--- src/rtl/led_frame_feeder.sv ---
// Scan-clock divider and one-deep display-word buffer for the 8-digit scan unit (macro LED_FEEDER_IMMEDIATE_EN: no frame sync).
// Latency: accepted word reaches led_data at the first frame boundary after acceptance; one clk when immediate.
// Backpressure: in_ready falls while a word is pending and rises once the boundary swap empties the buffer.
module led_frame_feeder #(
    parameter int DATA_WIDTH = 32,
    parameter int DIV_COUNT  = 50000
) (
    input  logic                  clk,
    input  logic                  rst_n,
    input  logic [DATA_WIDTH-1:0] in_data,
    input  logic                  in_valid,
    output logic                  in_ready,
    output logic                  scan_clk,
    output logic [DATA_WIDTH-1:0] led_data,
    output logic                  frame_done
);
    localparam logic [23:0] DIV_LAST = 24'(DIV_COUNT - 1);

    logic [23:0] div_cnt;
    logic [2:0]  digit_cnt;
    logic        div_tc;
    logic        scan_rise;
    logic        boundary;
    logic        accept;

    assign div_tc    = (div_cnt == DIV_LAST);
    assign scan_rise = div_tc && !scan_clk;
    // digit_cnt tracks the scan unit, so its 7->0 step marks the end of a full frame
    assign boundary  = scan_rise && (digit_cnt == 3'd7);
    assign accept    = in_valid && in_ready;

    always_ff @(posedge clk) begin
        if (!rst_n) begin
            div_cnt    <= '0;
            scan_clk   <= 1'b0;
            digit_cnt  <= '0;
            frame_done <= 1'b0;
        end else begin
            frame_done <= boundary;
            if (div_tc) begin
                div_cnt  <= '0;
                scan_clk <= !scan_clk;
            end else begin
                div_cnt <= div_cnt + 24'd1;
            end
            if (scan_rise) begin
                digit_cnt <= digit_cnt + 3'd1;
            end
        end
    end

`ifdef LED_FEEDER_IMMEDIATE_EN
    assign in_ready = rst_n;

    always_ff @(posedge clk) begin
        if (!rst_n) begin
            led_data <= '0;
        end else if (accept) begin
            led_data <= in_data;
        end
    end
`else
    logic                  pending_full;
    logic [DATA_WIDTH-1:0] pending_reg;

    assign in_ready = rst_n && !pending_full;

    // accept needs an empty buffer and the swap needs a full one, so they never collide
    always_ff @(posedge clk) begin
        if (!rst_n) begin
            pending_full <= 1'b0;
            pending_reg  <= '0;
            led_data     <= '0;
        end else begin
            if (boundary && pending_full) begin
                led_data     <= pending_reg;
                pending_full <= 1'b0;
            end
            if (accept) begin
                pending_reg  <= in_data;
                pending_full <= 1'b1;
            end
        end
    end
`endif
endmodule

--- config.mk ---
export PLATFORM = sky130hd
export DESIGN_NAME = led_frame_feeder
export DESIGN_NICKNAME = d
export VERILOG_FILES = /design/src/rtl/led_frame_feeder.sv
export SDC_FILE = /design/constraint.sdc
export NUM_CORES = 1
export LEC_CHECK = 0
export CORE_UTILIZATION = 45
export DETAILED_ROUTE_END_ITERATION = 16
export PLACE_DENSITY = 0.73
export RECOVER_POWER = 25
export SYNTH_ARGS = -nofsm -noshare
export SYNTH_HDL_FRONTEND = slang
export SYNTH_SLANG_ARGS = --single-unit
--- constraint.sdc ---
create_clock -name clk -period 2.7 [get_ports clk]
set_clock_uncertainty 0.2 [all_clocks]
set_input_delay 0.675 -clock clk [delete_from_list [all_inputs] [get_ports clk]]
set_output_delay 0.675 -clock clk [all_outputs]
set_load 0.02 [all_outputs]
* Word-level counts from Yosys, hierarchy flattened
Cells that the tools add are included.
Operators by class: add/subtract/negate cells 2, $mul 0, div/mod/pow operators 0, magnitude comparators 0, eq/ne operators 2, shift-type cells 0, mux-type cells 2, bitwise operators 1, reduce and logical (&&, ||, !) cells 9
Operator list (number):
- $add A24 B1 Y24 const B | 1
- $eq A24 B16 Y1 const B | 1
- $logic_and A1 B1 Y1 | 5
- $add A3 B1 Y3 const B | 1
- $eq A3 B3 Y1 const B | 1
- $logic_not A1 Y1 | 2
- $mux W1 | 2
- $reduce_bool A2 Y1 | 1
- $reduce_or A2 Y1 | 1
- $not A1 Y1 | 1
Word-level totals: bits in registers 94, bits in latches 0, RAM bits 0, bits in read-only memories 0, word-level logic and storage cells 23, memories kept 0

* Depth between registers and ports, before layout
depth after elaboration 6, gate-level depth with buffers 7, depth with buffers taken out 5

* Worst setup path before layout
OpenSTA, ideal clock, no wires.
path kind input-to-reg, start point input port rst_n, end point register pending_reg[1], arrival time 2031 ps, data required time 2426 ps, setup slack 395 ps, stages 7, buffers on the path 3, path through buf_2 -> nor2b_1 -> and2_1 -> clkbuf_1 -> clkbuf_1 -> nand2_1 -> o21ai_0
Between the ends: word-level cells in the longest chain between the ends 2
RTL lines:
- from (decl) | RTL line 9 | input logic rst_n,
- $logic_and A1 B1 Y1 | RTL line 66 | assign in_ready = rst_n && !pending_full;
- net in_ready | RTL line 12 | output logic in_ready,
- $logic_and A1 B1 Y1 | RTL line 30 | assign accept = in_valid && in_ready;
- to (signal assigned) | RTL line 80 | pending_reg <= in_data;
- to (decl) | RTL line 64 | logic [DATA_WIDTH-1:0] pending_reg;
The timed path passes the listed nets, and every way through them passes these cells. A chain may end at the register's enable or synchronous reset.

* Worst setup path after layout
start point input port rst_n, end point output port in_ready
Between the ends: word-level cells in the longest chain between the ends 1
RTL lines (RTL line):
- $logic_and A1 B1 Y1 | 66
- to (decl) | 12
No other way between the ends.

==> impl_metrics.yaml <==
route:
  via_per_inst: 5.39
  wl_per_cell_um: 13.5
  ant_nets: 0
  dr.pass1.iters: 4
  drt_iter0_markers: 117
  wl_um: 8300
  drcViolationCount: 0
  vias: 3303
global_route:
  grt_pass1_wl_um: 13600
  antenna_found_initial: 0
  globalRouteTotalUtil_pct: 19.9
  overflow: 0
  first_global_vias: 2944
  grt_max_degree: 65
cts:
  cts.repair.resized: 1
  path_clk_slew_ns: 0.09
  post_cts_buffers: 0
  htreeDepth: 3
  insertion_delay_ns: 0.35
  numCtsBuffers: 9
  cts-root-buf: "clkbuf_8"
  cts_tree: "built"
  cts.sinks: 94
  hold_buffers: 0
  cts_buffer_depth: 2
worst_setup_path:
  rrSetupSlack_ns: 0.61
  cp.required_ns: 1.82
  arrival_ns: 1.63
  critical_path_class: "in -> out"
  reg2reg_from: "div_cnt[5]$_SDFF_PP0_"
  crit_path_max_fanout: 2
  rr_worst_depth: 4
  cp-start-kind: "input port"
  endpoint_kind: "primary output"
  worstReg2RegEnd: "div_cnt[23]$_SDFF_PP0_"
cells_and_area:
  nets: 544
  syn2layout_area_growth_pct: 26.3
  finish.utilization_pct: 59.6
  n_antenna_cell: 0
  instances_no_fill: 613
  drive_above_1_share_pct: 6.26
  layout_common_cells: "94 x dfxtp_1, 74 x o21ai_0, 73 x nand2_1"
  fillCellCount: 731
  layout_commonest_cell: "dfxtp_1"
power:
  p_leak_nw: 1.56
  max-vdd-ir-drop_mv: 0.301
  powerDensity_nw_per_um2: 554
  finalPower_mw: 2.59
logic_synthesis:
  synth_fp_nets: 486
  ys.flop_type: "dfxtp_1"
  synthCells: 448
  synthArstFlopShare_pct: 0
  yosysWarnings: 0
  netlist_area_um2: 3700
  ys_seq_area_share_pct: 50.8
  synth_cell_type_count: 29
  ys_ff_latch: 94
  postSynthAreaPerCell_um2: 8.27
  synth_edf_count: 0
floorplanning:
  ioPinCount: 70
  start_util_pct: 47.2
  row_count: 32
  core_area_um2: 7850
  die_w_um: 92.7
  die_area_um2: 8600
  fp.dieH_um: 92.7
placed_design:
  portBuffers: 69
  place.gp.congestion: 0.857
  place_inst: 597
  dp.final_hpwl_um: 5490
status:
  status: "finished, final reports clean"
timing:
  fmax_mhz: 400
  worst_slew_pin_slew_ns: 0.938
  min_period_ns: 2.50
  setup_viol: 0
  rsz0062_at_grt: "false"
  slew_viol_final: 0
  maxSlewHeadroom_pct: 37.5
  hold_viol: 0
  period_share_pct: 92.7
  setup_tns_ns: 0
min_path:
  min_to: "pending_reg[3]$_SDFFE_PN0P_"
  holdPathStages: 2
  hp-class: "reg -> reg"
  hp-start: "pending_reg[3]$_SDFFE_PN0P_"
run:
  max_cap_violations: 0
worst max-delay path: stages:
cell and delay, ns:
clkdlybuf4s50_1 0.47, nor2b_1 0.14, dlygate4sd2_1 0.34
layer usage:
layer  part of all wire, %  up-vias  wire length [µm]  track usage [%]
li1                      -     1674                 -                -
met1                    45     1532              3730             26.1
met2                    48       85              3980             31.7
met3                   5.3       12               440             3.94
met4                   1.7        0               139             8.97
met5                     0        -                 0                0
Yosys cell counts, types with 2 or more instances:
cell type | count | share of area [%]
or4_1 | 5 | 1.0
nor4_1 | 3 | 0.51
buf_4 | 3 | 0.61
nand3_1 | 39 | 5.3
nor2_1 | 16 | 1.6
nor2b_1 | 2 | 0.34
and2_1 | 3 | 0.51
o21ai_0 | 74 | 10
ha_1 | 3 | 1.0
or3_1 | 6 | 1.0
nor3_1 | 2 | 0.27
nand4_1 | 12 | 2.0
xnor2_1 | 6 | 1.4
o31ai_1 | 4 | 0.81
clkbuf_1 | 23 | 2.3
and3_1 | 3 | 0.51
buf_2 | 8 | 1.1
nand2_1 | 73 | 7.4
and4_1 | 5 | 1.2
xor2_1 | 7 | 1.7
nor4b_2 | 2 | 0.81
dfxtp_1 | 94 | 51
a21oi_1 | 46 | 6.2
inv_1 | 4 | 0.41
through the flow:
stage / hold WS, ns / setup WS [ns] / instance area [µm²]
after global placement: 0.243 / -0.0908 / 4470
final: 0.261 / 0.197 / 4680
after floorplan: 0.230 / 0.395 / 3700
after detailed placement: 0.252 / -0.0851 / 4470
after CTS: 0.264 / 0.191 / 4690
after global routing: 0.283 / 0.129 / 4680
worst max path at each step:
| stage | from | endpoint | slack (ns) | cells past startpoint |
|---|---|---|---|---|
| 2_1_floorplan | rst_n | pending_reg[1]$_SDFFE_PN0P_ | 0.39 | 7 |
| 3_3_place_gp | rst_n | in_ready | -0.09 | 3 |
| 3_5_place_dp | rst_n | in_ready | -0.09 | 3 |
| 4_1_cts | rst_n | in_ready | 0.19 | 3 |
| 5_1_grt | rst_n | pending_reg[29]$_SDFFE_PN0P_ | 0.13 | 5 |
| 6_report | rst_n | in_ready | 0.20 | 3 |
final cells by class:
class                      count  area (µm²)  area share (%)
clock inverter                 6        93.8            2.01
timing repair buffer          82         785            16.8
clock buffer                  10         128            2.73
sequential                    94        1880            40.2
inverter                       4        15.0           0.321
multi-input combinational    315        1650            35.2
tap                          102         128            2.73
power by group:
part           switching (mW)  internal (mW)  leakage [nW]  total (mW)
logic                  0.0623         0.0675         0.686       0.130
registers              0.0209           1.42         0.763        1.44
clock network           0.488          0.530         0.107        1.02
kinds of logic (layout without fill, tap and decap cells):
kind of cell,count (synthesis),after routing,share of synthesized area (%)
AOI/OAI and AO/OA,125,125,17.2
xor gates and xnor gates,13,13,3.07
adders and majority gates,3,3,1.01
buffers and inverters,39,102,4.73
DFF,94,94,50.8
and+or+nand+nor,174,174,23.2
Note: power is estimated with default switching activity, not from simulation.
==> RTL change 1, RTL diff (same settings) <==
Set the parameter `DATA_WIDTH` to 16 (it was 32).
--- a/src/rtl/led_frame_feeder.sv
+++ b/src/rtl/led_frame_feeder.sv
@@ -3,5 +3,5 @@
 // Backpressure: in_ready falls while a word is pending and rises once the boundary swap empties the buffer.
 module led_frame_feeder #(
-    parameter int DATA_WIDTH = 32,
+    parameter int DATA_WIDTH = 16,
     parameter int DIV_COUNT  = 50000
 ) (
Interface: changed (resized in_data and led_data); port bits go from 70 to 38. No check against the original RTL was run, so the function may have changed too.
==> RTL change 1 against the unedited design <==
Sequential cell count fell by 32; synthesized cell count fell by 32%; critical path type unchanged; highest routed layer unchanged; final area fell by 32%; critical endpoint unchanged; synthesized area fell by 31%; count of clock-buffer cells in the layout rose by 1; setup slack improved by 29 ps; wire length fell by 33%; total power fell by 28%.
==> RTL change 1: results (changes against the unedited design) <==
metric	value	unit	change
Synthesis Warnings	0		unchanged
maximum net fanout on the critical path	2		unchanged
Antenna diodes	0		unchanged
vias in the first global route	2024		-31%
arrival time of data at the critical path endpoint	1600	ps	-30 ps
unique cell type count in the Yosys netlist	31		+6.9%
post-synthesis async set-or-reset flop share	0	%	unchanged
violation count after the first detailed-routing iteration	113		-3.4%
later-pin clock latency in the skew report	340	ps	
dominant synthesized flop cell	dfxtp_1		
Reg2Reg Capture Point	digit_cnt[1]		
number of cell instances on the worst register-to-register path	5		+1
maximum number of pins on one net before global-route repair	26		-60%
final max-slew violation count	0		unchanged
Max rail drop VDD	0.000451	V	+50%
path type of the worst min-delay path	flip-flop to flip-flop		
clock transition at the register clock pins on the worst setup and hold paths after CTS	60	ps	-30 ps
capturing element of the worst setup path	in_ready		
top cells by instance count after synthesis	dfxtp_1 (62), nand2_1 (45), o21ai_0 (38)		
number of nets produced by synthesis	325		-33%
Leak Pwr	0.00105	µW	-33%
count of input and output buffers	37		-46%
r2r setup slk	370	ps	-240 ps
aggregate routed wire length	5.54	mm	-33%
share of the yosys chip area belonging to registers	48.8	%	-2.0 points
routability congestion estimate	0.747		-13%
GR Util All Layers	19.8	%	-0.15 points
maximum clock insertion buffer count	2		unchanged
Pre-antenna DRT Iters	4		unchanged
layout cells sized above 1	7.87	%	+1.6 points
global-route wire length before repair	9.29	mm	-32%
outcome	finished, final reports clean		
reg-to-reg startpoint	div_cnt[0]		
slew at the pin with the worst max-slew slack	654	ps	-283 ps
flip-flop count of the largest register, all copies and words added	24		
post-CTS setup buffer count	0		unchanged
Detail Placement HPWL	3.74	mm	-32%
CP Launch Point	rst_n		
number of vias per cell after detailed routing	5.48		+1.8%
net count reported at finish	360		-34%
total of fill cells in the finished design	518		-29%
Area contributors post-synth	dfxtp_1 (49%), o21ai_0 (7.5%), nand2_1 (6.6%), a21oi_1 (5.9%), nand3_1 (4.5%)		
CTS root buffer	clkbuf_8		
RTL change 1: power breakdown:
group          switching, µW  total, µW  internal (µW)
clock network            360        834            474
logic                   38.1       76.9           38.8
registers               13.2        949            936
total                    411       1860           1450
RTL change 1: worst min-delay path by stage:
stage                         start         endpoint  slack, ps  depth (start not counted)
global placement         div_cnt[0]       div_cnt[0]        240                          1
floorplan                div_cnt[0]       div_cnt[0]        230                          1
CTS                  pending_reg[5]   pending_reg[5]        260                          2
global route         pending_reg[1]   pending_reg[1]        280                          2
detailed placement  pending_reg[13]  pending_reg[13]        250                          2
finish               pending_reg[2]   pending_reg[2]        260                          2
RTL change 1: timing repair:
| item | 4_1_cts | 5_1_grt |
|---|---|---|
| endpoints found under the setup margin | 1 | 1 |
| hold endpoints to repair | 0 | 0 |
| pin swaps | 0 | 0 |
| resized for setup | 1 | 2 |
RTL change 1: metal layers:
layer	GRT usage (%)	up-vias	share of wire (%)
li1	-	1152	-
met1	24.3	1045	46
met2	32.3	67	48
met3	3.69	12	4.4
met4	10.9	0	2.4
met5	0	-	0
RTL change 1: cells by family (layout without fill, tap and decap cells):
kind of cell	count (synthesis)	count (layout)	synth area share, %
buffers and inverters	25	65	4.08
adder cells (fa/ha/maj)	3	3	1.48
flip-flops	62	62	48.8
AO/OA/AOI/OAI	77	77	15.9
XOR/XNOR	11	11	3.79
AND/OR/NAND/NOR	123	123	25.2
multiplexers	2	2	0.787
RTL change 1: area by class of cell:
| cell class | count | share of cell area, % |
|---|---|---|
| Timing Repair Buffer | 44 | 13.0 |
| Tap cell | 72 | 2.84 |
| Multi-Input combinational cell | 216 | 37.8 |
| Sequential cell | 62 | 39.1 |
| Inverter | 5 | 0.592 |
| Clock buffer | 11 | 4.78 |
| Clock inverter | 5 | 1.82 |
RTL change 1: critical path, cell delays in order:
cell and delay [ps]:
clkdlybuf4s50_1 500, nor2b_1 220, clkbuf_2 200
RTL change 1: per-stage QoR:
stage          area (µm²)  std cells  setup slack [ps]
6_report             3170        415               226
5_1_grt              3170        415               128
3_5_place_dp         2970        399              -213
4_1_cts              3180        415              53.2
2_1_floorplan        2540        303               431
3_3_place_gp         2970        399              -228
==> RTL change 2, RTL diff (same flow settings) <==
Made on the original files. The option `LED_FEEDER_IMMEDIATE_EN` is turned on by a define.
--- a/src/rtl/led_frame_feeder.sv
+++ b/src/rtl/led_frame_feeder.sv
@@ -2,4 +2,6 @@
 // Latency: accepted word reaches led_data at the first frame boundary after acceptance; one clk when immediate.
 // Backpressure: in_ready falls while a word is pending and rises once the boundary swap empties the buffer.
+`define LED_FEEDER_IMMEDIATE_EN
+
 module led_frame_feeder #(
     parameter int DATA_WIDTH = 32,
Check against the original RTL: not equivalent (Yosys sat finds a counterexample within 4 cycles, from zero or initial values and one cycle with rst_n low).
==> RTL change 2 against the unedited design <==
Wire length fell by 30%; largest cell class unchanged; critical path depth shrank 1; total power down 24%; sequential cell count down 33; die area shrank 31%; sequential share of layout area down 5.0 points; final area shrank 26%; via count down 35%; setup slack better by 170 ps; fmax up 7.2%; synthesized area shrank 32%; highest routed layer unchanged.
==> RTL change 2: results (changes against the unedited design) <==
metric	value	unit	change
unique cell type count in the Yosys netlist	33		+14%
Area contributors post-synth	dfxtp_1 (48%), mux2i_1 (13%), nor2_1 (6.5%), a21oi_1 (3.2%), nand3_1 (2.4%)		
CP max stage cell	dlygate4sd3_1		
Inverters	5		+1
total number of vias	2161		-35%
Avg WL per Cell	13.8	µm	+2.2%
post-CTS setup buffer count	0		unchanged
average cell area after synthesis	9.28	µm²	+12%
Leak Pwr	0.00132	µW	-15%
relative area of non-clock buffer cells in the final design	20.8	%	+4.1 points
number of cells on the worst hold path	1		-1
cell count after placement	402		-33%
slack of the critical path	365	ps	+168 ps
Hold Crit Endpoint	div_cnt[0]		
number of nets produced by synthesis	310		-36%
layout cells sized above 1	7.78	%	+1.5 points
startpoint of the most critical hold path	div_cnt[0]		
top cells by instance count after synthesis	dfxtp_1 (61), nor2_1 (44), mux2i_1 (33)		
global-route met2 utilization	30.9	%	-0.77 points
later-pin clock latency in the skew report	330	ps	-20 ps
net count reported at finish	381		-30%
clock buffers	11		+1
Reg2Reg Capture Point	div_cnt[18]		
routed length on met2	2.53	mm	-37%
CTS Sinks	61		-35%
number of cell instances on the worst register-to-register path	5		+1
Detail Route met3 WL	372	µm	-15%
violation count after the first detailed-routing iteration	73		-38%
capturing element of the worst setup path	in_ready		
aggregate routed wire length	5.77	mm	-30%
fraction of area in registers	35.2	%	-5.0 points
Post-DP Area	3290	µm²	-27%
count of non-CTS buffers in the layout	75		-8.5%
arrival time of data at the critical path endpoint	1460	ps	-170 ps
global-route wire length before repair	9.33	mm	-32%
Post-Place Setup Slack	443	ps	+528 ps
final hold slack	272	ps	+10.5 ps
total of fill cells in the finished design	458		-37%
relative slew slack	59.6	%	+22 points
reg-to-reg startpoint	div_cnt[0]		
clock transition at the register clock pins on the worst setup and hold paths after CTS	60	ps	-30 ps
share of the yosys chip area belonging to registers	48.4	%	-2.4 points
Max rail drop VDD	0.000395	V	+31%
CP peak stage delay	610	ps	+140 ps
wl on met1	2.78	mm	-25%
met1 Resource Use GR	26.4	%	+0.36 points
vias in the first global route	1931		-34%
met3 global-route usage	6.79	%	+2.8 points
share of the core filled with cells in the final layout	65.8	%	+6.2 points
clock network share of area	5.74	%	+1.0 points
r2r setup slk	480	ps	-130 ps
multi-input logic portion of the cell area	35.1	%	-0.091 points
maximum number of pins on one net before global-route repair	33		-49%
outcome	finished, final reports clean		
routability congestion estimate	0.818		-4.6%
number of multi-input logic gates	191		-39%
GR Util All Layers	20.4	%	+0.44 points
[RTL change 2: cell types whose count changed in the layout (fill, tap and decap cells not counted), sizes merged, moves of 27 or more]
cell and change:
a21oi -30, dfxtp -33, mux2i +33, nand2 -63, nand3 -27, nor2 +28, o21ai -64
[RTL change 2: logic make-up (layout without fill, tap and decap cells)]
logic type                 Yosys count  after routing  synth area share [%]
adders and majority gates            3              3                  1.49
DFF                                 61             61                  48.4
AOI/OAI and AO/OA                   32             32                  7.04
buffers and inverters               20             95                  3.37
and+or+nand+nor                    113            113                  23.2
xor gates and xnor gates            10             10                  3.47
muxes                               33             33                  13.1
[RTL change 2: report_power, final]
part | leakage [µW] | total [µW] | switching (µW) | internal, µW
logic | 0.000717 | 225 | 102 | 123
clock network | 0.000101 | 801 | 334 | 468
registers | 0.000498 | 949 | 16.9 | 932
